[config.mk]
export PLATFORM = sky130hd
export DESIGN_NAME = wb_cmd_master
export DESIGN_NICKNAME = d
export VERILOG_FILES = /design/src/rtl/wb_cmd_master.sv
export SDC_FILE = /design/constraint.sdc
export NUM_CORES = 1
export LEC_CHECK = 0
export ABC_AREA = 0
export CORE_MARGIN = 1
export CORE_UTILIZATION = 39
export DETAILED_ROUTE_END_ITERATION = 8
export PLACE_DENSITY_LB_ADDON = 0.05
export SYNTH_ARGS = -nofsm -noshare
export SYNTH_HDL_FRONTEND = slang
export SYNTH_SLANG_ARGS = --single-unit
[constraint.sdc]
create_clock -name clk -period 2.56 [get_ports clk]
set_clock_uncertainty 0.2 [all_clocks]
set_input_delay 0.256 -clock clk [delete_from_list [all_inputs] [get_ports clk]]
set_output_delay 0.256 -clock clk [all_outputs]
set_load 0.05 [all_outputs]
[src/rtl/wb_cmd_master.sv]
//==============================================================================
//  Module      : wb_cmd_master
//  Description : Wishbone classic-pipelined initiator. Converts a valid/ready
//                command port into single read or write bus transactions,
//                with one transaction outstanding at a time. It handles
//                responder stalls and waits for the ack. A transaction that
//                is never acked is aborted after TIMEOUT_CYCLES bus cycles and
//                reported with rsp_err.
//
//  Ports       :
//      clk         in   1   system clock, rising edge
//      reset       in   1   synchronous active-high reset
//      cmd_valid   in   1   command request
//      cmd_ready   out  1   high in IDLE; command taken on valid && ready
//      cmd_we      in   1   1 = write, 0 = read
//      cmd_addr    in   32  byte address
//      cmd_data    in   32  write data (ignored for reads)
//      rsp_valid   out  1   one-cycle completion pulse
//      rsp_data    out  32  read data (0 for writes and timeouts)
//      rsp_err     out  1   1 = transaction timed out
//      o_wb_cyc    out  1   Wishbone bus cycle
//      o_wb_stb    out  1   Wishbone request strobe
//      o_wb_we     out  1   Wishbone write enable
//      o_wb_addr   out  32  Wishbone address
//      o_wb_data   out  32  Wishbone write data
//      i_wb_ack    in   1   responder completion
//      i_wb_stall  in   1   responder cannot accept the request
//      i_wb_data   in   32  responder read data
//
//  Revision    : 1.0 - initial release
//==============================================================================
`default_nettype none

module wb_cmd_master #(
    parameter int unsigned TIMEOUT_CYCLES = 16
) (
    input  logic        clk,
    input  logic        reset,

    // Command / response port
    input  logic        cmd_valid,
    output logic        cmd_ready,
    input  logic        cmd_we,
    input  logic [31:0] cmd_addr,
    input  logic [31:0] cmd_data,
    output logic        rsp_valid,
    output logic [31:0] rsp_data,
    output logic        rsp_err,

    // Wishbone initiator port
    output logic        o_wb_cyc,
    output logic        o_wb_stb,
    output logic        o_wb_we,
    output logic [31:0] o_wb_addr,
    output logic [31:0] o_wb_data,
    input  logic        i_wb_ack,
    input  logic        i_wb_stall,
    input  logic [31:0] i_wb_data
);

    // The timeout counter only has to reach TIMEOUT_CYCLES-1.
    localparam int unsigned       c_CNT_W    = (TIMEOUT_CYCLES > 2) ? $clog2(TIMEOUT_CYCLES) : 1;
    localparam logic [c_CNT_W-1:0] c_CNT_LAST = c_CNT_W'(TIMEOUT_CYCLES - 1);
    localparam logic [c_CNT_W-1:0] c_CNT_ONE  = c_CNT_W'(1);

    typedef enum logic [1:0] {
        ST_IDLE = 2'd0,   // waiting for a command
        ST_REQ  = 2'd1,   // strobe asserted, waiting for the responder to take it
        ST_WAIT = 2'd2    // request taken, waiting for the ack
    } state_t;

    state_t              state_q,     state_d;
    logic                cyc_q,       cyc_d;
    logic                stb_q,       stb_d;
    logic                we_q,        we_d;
    logic [31:0]         addr_q,      addr_d;
    logic [31:0]         wdata_q,     wdata_d;
    logic [c_CNT_W-1:0]  cnt_q,       cnt_d;
    logic                rsp_valid_q, rsp_valid_d;
    logic                rsp_err_q,   rsp_err_d;
    logic [31:0]         rsp_data_q,  rsp_data_d;

    logic                w_busy;       // a bus cycle is in progress
    logic                w_req_taken;  // responder takes the strobe this edge
    logic                w_ack_ok;     // ack that actually completes the transaction
    logic                w_last;       // final counted cycle before the abort

    //--------------------------------------------------------------------------
    // Qualifiers
    //--------------------------------------------------------------------------
    // An ack only counts once the request has been taken: in WAIT, or in REQ on
    // the same edge the stall drops (zero-latency responder). An ack that comes
    // while the responder is still stalling is a protocol error and is dropped.
    always_comb begin
        w_busy      = (state_q == ST_REQ) || (state_q == ST_WAIT);
        w_req_taken = (state_q == ST_REQ) && !i_wb_stall;
        w_ack_ok    = i_wb_ack && (w_req_taken || (state_q == ST_WAIT));
        w_last      = (cnt_q == c_CNT_LAST);
    end

    //--------------------------------------------------------------------------
    // Next-state logic
    //--------------------------------------------------------------------------
    always_comb begin
        state_d     = state_q;
        cyc_d       = cyc_q;
        stb_d       = stb_q;
        we_d        = we_q;
        addr_d      = addr_q;
        wdata_d     = wdata_q;
        cnt_d       = cnt_q;
        rsp_valid_d = 1'b0;           // completion is a single-cycle pulse
        rsp_err_d   = rsp_err_q;      // response fields hold until the next pulse
        rsp_data_d  = rsp_data_q;

        if (w_busy) begin
            cnt_d = cnt_q + c_CNT_ONE;
        end

        case (state_q)
            ST_IDLE: begin
                if (cmd_valid) begin
                    we_d    = cmd_we;
                    addr_d  = cmd_addr;
                    wdata_d = cmd_data;
                    cyc_d   = 1'b1;
                    stb_d   = 1'b1;
                    cnt_d   = '0;
                    state_d = ST_REQ;
                end
            end

            ST_REQ, ST_WAIT: begin
                // A valid ack on the final counted cycle still wins over the abort.
                if (w_ack_ok) begin
                    cyc_d       = 1'b0;
                    stb_d       = 1'b0;
                    rsp_valid_d = 1'b1;
                    rsp_err_d   = 1'b0;
                    rsp_data_d  = we_q ? 32'h0 : i_wb_data;
                    state_d     = ST_IDLE;
                end else if (w_last) begin
                    cyc_d       = 1'b0;
                    stb_d       = 1'b0;
                    rsp_valid_d = 1'b1;
                    rsp_err_d   = 1'b1;
                    rsp_data_d  = 32'h0;
                    state_d     = ST_IDLE;
                end else if (w_req_taken) begin
                    // Pipelined mode: drop the strobe but keep the cycle open.
                    stb_d   = 1'b0;
                    state_d = ST_WAIT;
                end
            end

            default: begin
                cyc_d   = 1'b0;
                stb_d   = 1'b0;
                state_d = ST_IDLE;
            end
        endcase
    end

    //--------------------------------------------------------------------------
    // State and registered outputs
    //--------------------------------------------------------------------------
    always_ff @(posedge clk) begin
        if (reset) begin
            state_q     <= ST_IDLE;
            cyc_q       <= 1'b0;
            stb_q       <= 1'b0;
            we_q        <= 1'b0;
            addr_q      <= 32'h0;
            wdata_q     <= 32'h0;
            cnt_q       <= '0;
            rsp_valid_q <= 1'b0;
            rsp_err_q   <= 1'b0;
            rsp_data_q  <= 32'h0;
        end else begin
            state_q     <= state_d;
            cyc_q       <= cyc_d;
            stb_q       <= stb_d;
            we_q        <= we_d;
            addr_q      <= addr_d;
            wdata_q     <= wdata_d;
            cnt_q       <= cnt_d;
            rsp_valid_q <= rsp_valid_d;
            rsp_err_q   <= rsp_err_d;
            rsp_data_q  <= rsp_data_d;
        end
    end

    //--------------------------------------------------------------------------
    // Outputs
    //--------------------------------------------------------------------------
    // Ready is decoded from state so a command can be taken in the same cycle
    // that the previous response is presented.
    assign cmd_ready = (state_q == ST_IDLE);

    assign rsp_valid = rsp_valid_q;
    assign rsp_data  = rsp_data_q;
    assign rsp_err   = rsp_err_q;

    assign o_wb_cyc  = cyc_q;
    assign o_wb_stb  = stb_q;
    assign o_wb_we   = we_q;
    assign o_wb_addr = addr_q;
    assign o_wb_data = wdata_q;

endmodule

`default_nettype wire
## Word level (Yosys, flattened, before mapping)

Index checks and enable logic that the tools add are counted.

| cells by class | value |
|---|---|
| reductions and logical operators | 13 |
| $lt $le $gt $ge | 0 |
| muxes and demuxes | 23 |
| bitwise logic cells | 1 |
| div/mod/pow operators | 0 |
| equal/unequal tests | 6 |
| shift-type cells | 0 |
| multiply operators | 0 |
| add/sub/neg operators | 1 |

Operators with widths:

| kind | number |
|---|---|
| 2-to-1 mux 32 bit | 3 |
| 2-to-1 mux 4 bit | 3 |
| 2-to-1 mux 1 bit | 10 |
| 2-to-1 mux 2 bit | 4 |
| AND reduction 2 bit | 4 |
| adder 4 x 1 -> 4 bit (second input constant) | 1 |
| equality test 4 bit (second input constant) | 1 |
| != test 4 bit (second input constant) | 1 |
| one-hot mux 1 bit (2 select lines) | 2 |
| one-hot mux 2 bit (2 select lines) | 1 |
| OR reduction 2 bit | 2 |
| != test 3 bit (second input constant) | 1 |
| equality test 2 x 1 -> 1 bit (second input constant) | 1 |
| equality test 2 bit (second input constant) | 1 |
| logical AND 1 bit | 2 |
| zero test 2 bit | 1 |
| logical OR 1 bit | 2 |
| != test 2 bit (second input constant) | 1 |
| nonzero test 2 bit | 1 |
| zero test 1 bit | 1 |
| NOT 1 bit | 1 |

| storage, ports and cells | value |
|---|---|
| bits in registers | 107 |
| RAM bits | 0 |
| memories | 0 |
| memory bits (read-only) | 0 |
| latch bits | 0 |

## Logic depth before layout (Yosys ltp)

| depth | value |
|---|---|
| depth in word-level cells | 6 |
| mapped depth | 8 |

## Least setup slack after synthesis

OpenSTA, ideal clock, no wires.

| timing | value |
|---|---|
| kind | reg-to-reg |
| start point | register state_q[0] |
| end point | register wdata_q[10] (netlist: o_wb_data[10]) |
| stages on the path, launching flop included | 9 |
| setup time | 0.070 ns |
| clock period less this slack | 2.025 ns |
| path slack | 0.535 ns |
| arrival time | 1.755 ns |
| cells stage by stage | dfxtp_1 -> inv_1 -> ha_1 -> and2_1 -> buf_2 -> buf_4 -> buf_2 -> nand2_1 -> a21oi_1 |

| on the way | value |
|---|---|
| word-level cells in the longest chain between the ends | 2 |

Ends and longest elaborated chain:

| item | RTL line | source |
|---|---|---|
| from (decl) | 72 | `state_t state_q, state_d;` |
| from (signal assigned) | 180 | `state_q <= state_d;` |
| zero test 2 bit | - |  |
| named net cmd_ready | 42 | `output logic cmd_ready,` |
| AND reduction 2 bit (no line) | - |  |
| to (signal assigned) | 185 | `wdata_q <= wdata_d;` |
| to (decl) | 77 | `logic [31:0] wdata_q, wdata_d;` |

The timed path passes the listed nets, and every way through them passes these cells.
A chain may end at the register's enable or synchronous reset.

## Final worst setup path

| timing | value |
|---|---|
| start point | register state_q[0] |
| end point | register stb_q (netlist: o_wb_stb) |

| on the way | value |
|---|---|
| word-level cells in the longest chain between the ends | 6 |
| elaborated cells on any way between the ends | 12 |
| classes of those cells | eq/ne (4); mux (2); reduce/logical (6) |

Ends and longest elaborated chain:

| item | RTL line | source |
|---|---|---|
| equality test 2 x 1 -> 1 bit | 96, 120 |  |
| logical AND 1 bit | 96 | `w_req_taken = (state_q == ST_REQ) && !i_wb_stall;` |
| logical OR 1 bit | 97 | `w_ack_ok = i_wb_ack && (w_req_taken \|\| (state_q == ST_WAIT));` |
| logical AND 1 bit | 97 |  |
| != test 4 bit (no line) / 2-to-1 mux 1 bit (equally long branches) | - |  |
| AND reduction 2 bit (no line) / one-hot mux 1 bit (2 select lines) (equally long branches) | - |  |
| to (signal assigned) | 182 | `stb_q <= stb_d;` |
| to (decl) | 74 | `logic stb_q, stb_d;` |

Parallel ways exist; a longest one is shown, timed or not.

==> impl_metrics.json <==
{
  "status": "finished, final reports clean",
  "core_mm2": 0.00928,
  "combPwrFrac_pct": 45.5,
  "via_count": 3512,
  "grt_start_max_net_pins": 66,
  "min_path_type": "input pin to flip-flop",
  "report.final.slew_viol_count": 0,
  "yosys_register_bits": 107,
  "intPower_uw": 3330,
  "fmax_ghz": 0.435,
  "syn_inst": 413,
  "path_delay_family": "compound AO/OA/AOI/OAI gates",
  "ys.flop_type": "dfxtp_1",
  "preCtsSetupSlack_ps": 326,
  "setup-violations-final": 0,
  "swShare_pct": 42.5,
  "grtUsageTotal_pct": 20.2,
  "rsz0062_at_grt": "no",
  "ctsLongestPathBuffers": 2,
  "first_global_vias": 3357,
  "dp_hpwl_um": 7210,
  "grt_overflow_total": 0,
  "worstSetupEndpointType": "flip-flop",
  "rows": 35,
  "relSlewSlack_pct": 63.5,
  "max_slew.worst_pin.slew_ps": 546,
  "cts-root-buf": "clkbuf_8",
  "path_class": "flip-flop to flip-flop",
  "cp_common_cell": "inv_1",
  "antennaDiodeCount": 0,
  "setup_slack_ps": 259,
  "die_h_um": 99.9,
  "finalPower_uw": 5790,
  "setup_tns_ps": 0,
  "portBuffers": 203,
  "wl_per_cell_um": 13.9,
  "final_area_mm2": 0.00606,
  "synth_area_leader_cell": "dfxtp_1",
  "fin_crit_sh_pct": 89.9,
  "dr.pass1.iters": 4,
  "cp_slowest_cell": "ha_1",
  "hold_buffers": 0,
  "synthTopCellsByArea": "dfxtp_1 57%, nand2_1 14%, a21oi_1 9.1%, a22o_1 7.5%, ha_1 2.0%",
  "cp_max_fo": 11,
  "synth_top_area_share_pct": 57.3,
  "cts_resized": 0,
  "reg2reg_slack_ps": 260,
  "cts_buffers": 9,
  "worst_skew_pair.late_latency_ps": 370,
  "hold_violations": 0,
  "start_kind": "flip-flop",
  "synth_warnings": 0,
  "layout-drive-gt1-share_pct": 5.58,
  "p_seq_share_pct": 36.3,
  "clk_pin_slew_ps": 110,
  "ir_drop_uv": 824,
  "area_delta_synth_final_pct": 62.0,
  "min_to": "o_wb_cyc",
  "synth_edf_count": 0,
  "arrival_ps": 2360,
  "syn_area_mm2": 0.00374,
  "drtIter0Drc": 101,
  "reg2reg_to": "o_wb_stb",
  "path_buf_inv": 2,
  "yosysUniqueCellTypes": 30,
  "p_leak_uw": 0.00228,
  "placedInstanceArea_mm2": 0.00585,
  "cts_tree": "built",
  "grt_pass1_wl_um": 16000,
  "finalWeightedCongestion": 0.790,
  "synth-seq-area-share_pct": 57.3,
  "ant_nets": 0,
  "clkPwrFrac_pct": 18.3,
  "powerDensity_mw_per_mm2": 955,
  "syn-num-nets": 521,
  "hold_start": "reset",
  "htree_levels": 3,
  "r2r_cells": 6,
  "drv_cap": 0,
  "initial_core_util_pct": 40.3,
  "period_needed_ps": 2300,
  "dieWidth_um": 99.9,
  "switchingPower_uw": 2460,
  "slowest_delay_ps": 520,
  "cts.sink_count": 107,
  "remaining_drc_errors": 0,
  "rr_startpoint": "state_q[0]",
  "required_ps": 2620,
  "postCtsSetupRepairBufs": 0,
  "dieArea_mm2": 0.00999,
  "drt-total-wl_um": 10200,
  "antenna_found_initial": 0,
  "viasPerCell": 4.76,
  "pin_count": 204,
  "async_flop_share_pct": 0,
  "nets": 712,
  "whs_path_depth": 3,
  "path_cells": "inv_1, ha_1, inv_1, a2111oi_2, nor2_1, o221a_2",
  "avgSynthCellArea_um2": 9.06
}
==> logic make-up after synthesis <==
logic type / after synthesis / share of synthesized area (%)
XOR/XNOR: 3 / 0.703
AND/OR/NAND/NOR: 151 / 16.1
multiplexers: 3 / 0.803
buffers and inverters: 35 / 4.52
AO/OA/AOI/OAI: 108 / 18.6
adder cells (fa/ha/maj): 6 / 2.01
flip-flops: 107 / 57.3
==> routing by layer <==
layer / wire, um / vias up / track usage [%]
met5: 0 / - / 0
met4: 119 / 0 / 5.54
met3: 903 / 10 / 6.96
met2: 4940 / 131 / 34.8
met1: 4270 / 1605 / 23.9
li1: - / 1766 / -
==> cell type report <==
type / count / area, um^2
inverter: 5 / 18.8
timing repair buffer: 210 / 2090
tap: 129 / 161
clock inverter: 7 / 80.1
fill: 830 / 3220
multi-input combinational: 271 / 1440
clock buffer: 9 / 124
sequential: 107 / 2140
==> sequential cells by signal, summed over array words and instances, names as in the netlist, 2 cells and up <==
register,cells
o_wb_addr,32
state_q,2
cnt_q,4
o_wb_data,32
rsp_data,32
==> stage by stage <==
stage               instances  hold WS, ps  util [%]
global route              738         17.0      65.3
global placement          722          242      63.0
finish                    738         28.8      65.3
CTS                       738         11.4      65.2
floorplan                 413          181         -
detailed placement        722          245      63.0
==> cells in the mapped netlist (all sizes together), types with 2 or more instances <==
| library cell | count |
|---|---|
| nor2 | 3 |
| ha | 6 |
| a21oi | 68 |
| o221a | 2 |
| inv | 5 |
| nand2 | 136 |
| a22o | 32 |
| clkbuf | 12 |
| mux2i | 3 |
| buf | 18 |
| xor2 | 2 |
| dfxtp | 107 |
| nor3 | 6 |
| nand4 | 2 |
==> tightest hold or removal path: stages <==
cell and delay [ps]:
buf_2 110, inv_2 70, o221a_2 120
==> worst max-delay path by stage <==
stage | start | endpoint | slack [ps] | cells past startpoint
global route | state_q[0] | o_wb_stb | 60 | 6
global placement | state_q[0] | o_wb_stb | 450 | 6
detailed placement | state_q[0] | o_wb_stb | 330 | 6
floorplan | state_q[0] | o_wb_data[10] | 530 | 8
CTS | state_q[1] | cmd_ready | 70 | 3
finish | state_q[0] | o_wb_stb | 260 | 6
==> placed cells by master, fill, tap and decap left out, types with 3 or more instances in the layout <==
cell / count
nand2_1: 135
inv_6: 3
a21oi_1: 68
clkbuf_8: 9
clkdlybuf4s50_1: 201
nor2_1: 3
mux2i_1: 3
dfxtp_1: 107
a22o_1: 32
buf_4: 6
inv_1: 4
ha_1: 6
nor3_1: 5
==> power by group through the flow <==
stage / Clock (uW) / Sequential (uW) / Combinational, uW
floorplan: 0 / 3010 / 893
detailed placement: 0 / 2140 / 2640
global placement: 0 / 2120 / 2600
CTS: 1100 / 2100 / 2650
finish: 1060 / 2100 / 2630
global route: 1160 / 2130 / 2800
(Power assumes the default switching activity.)
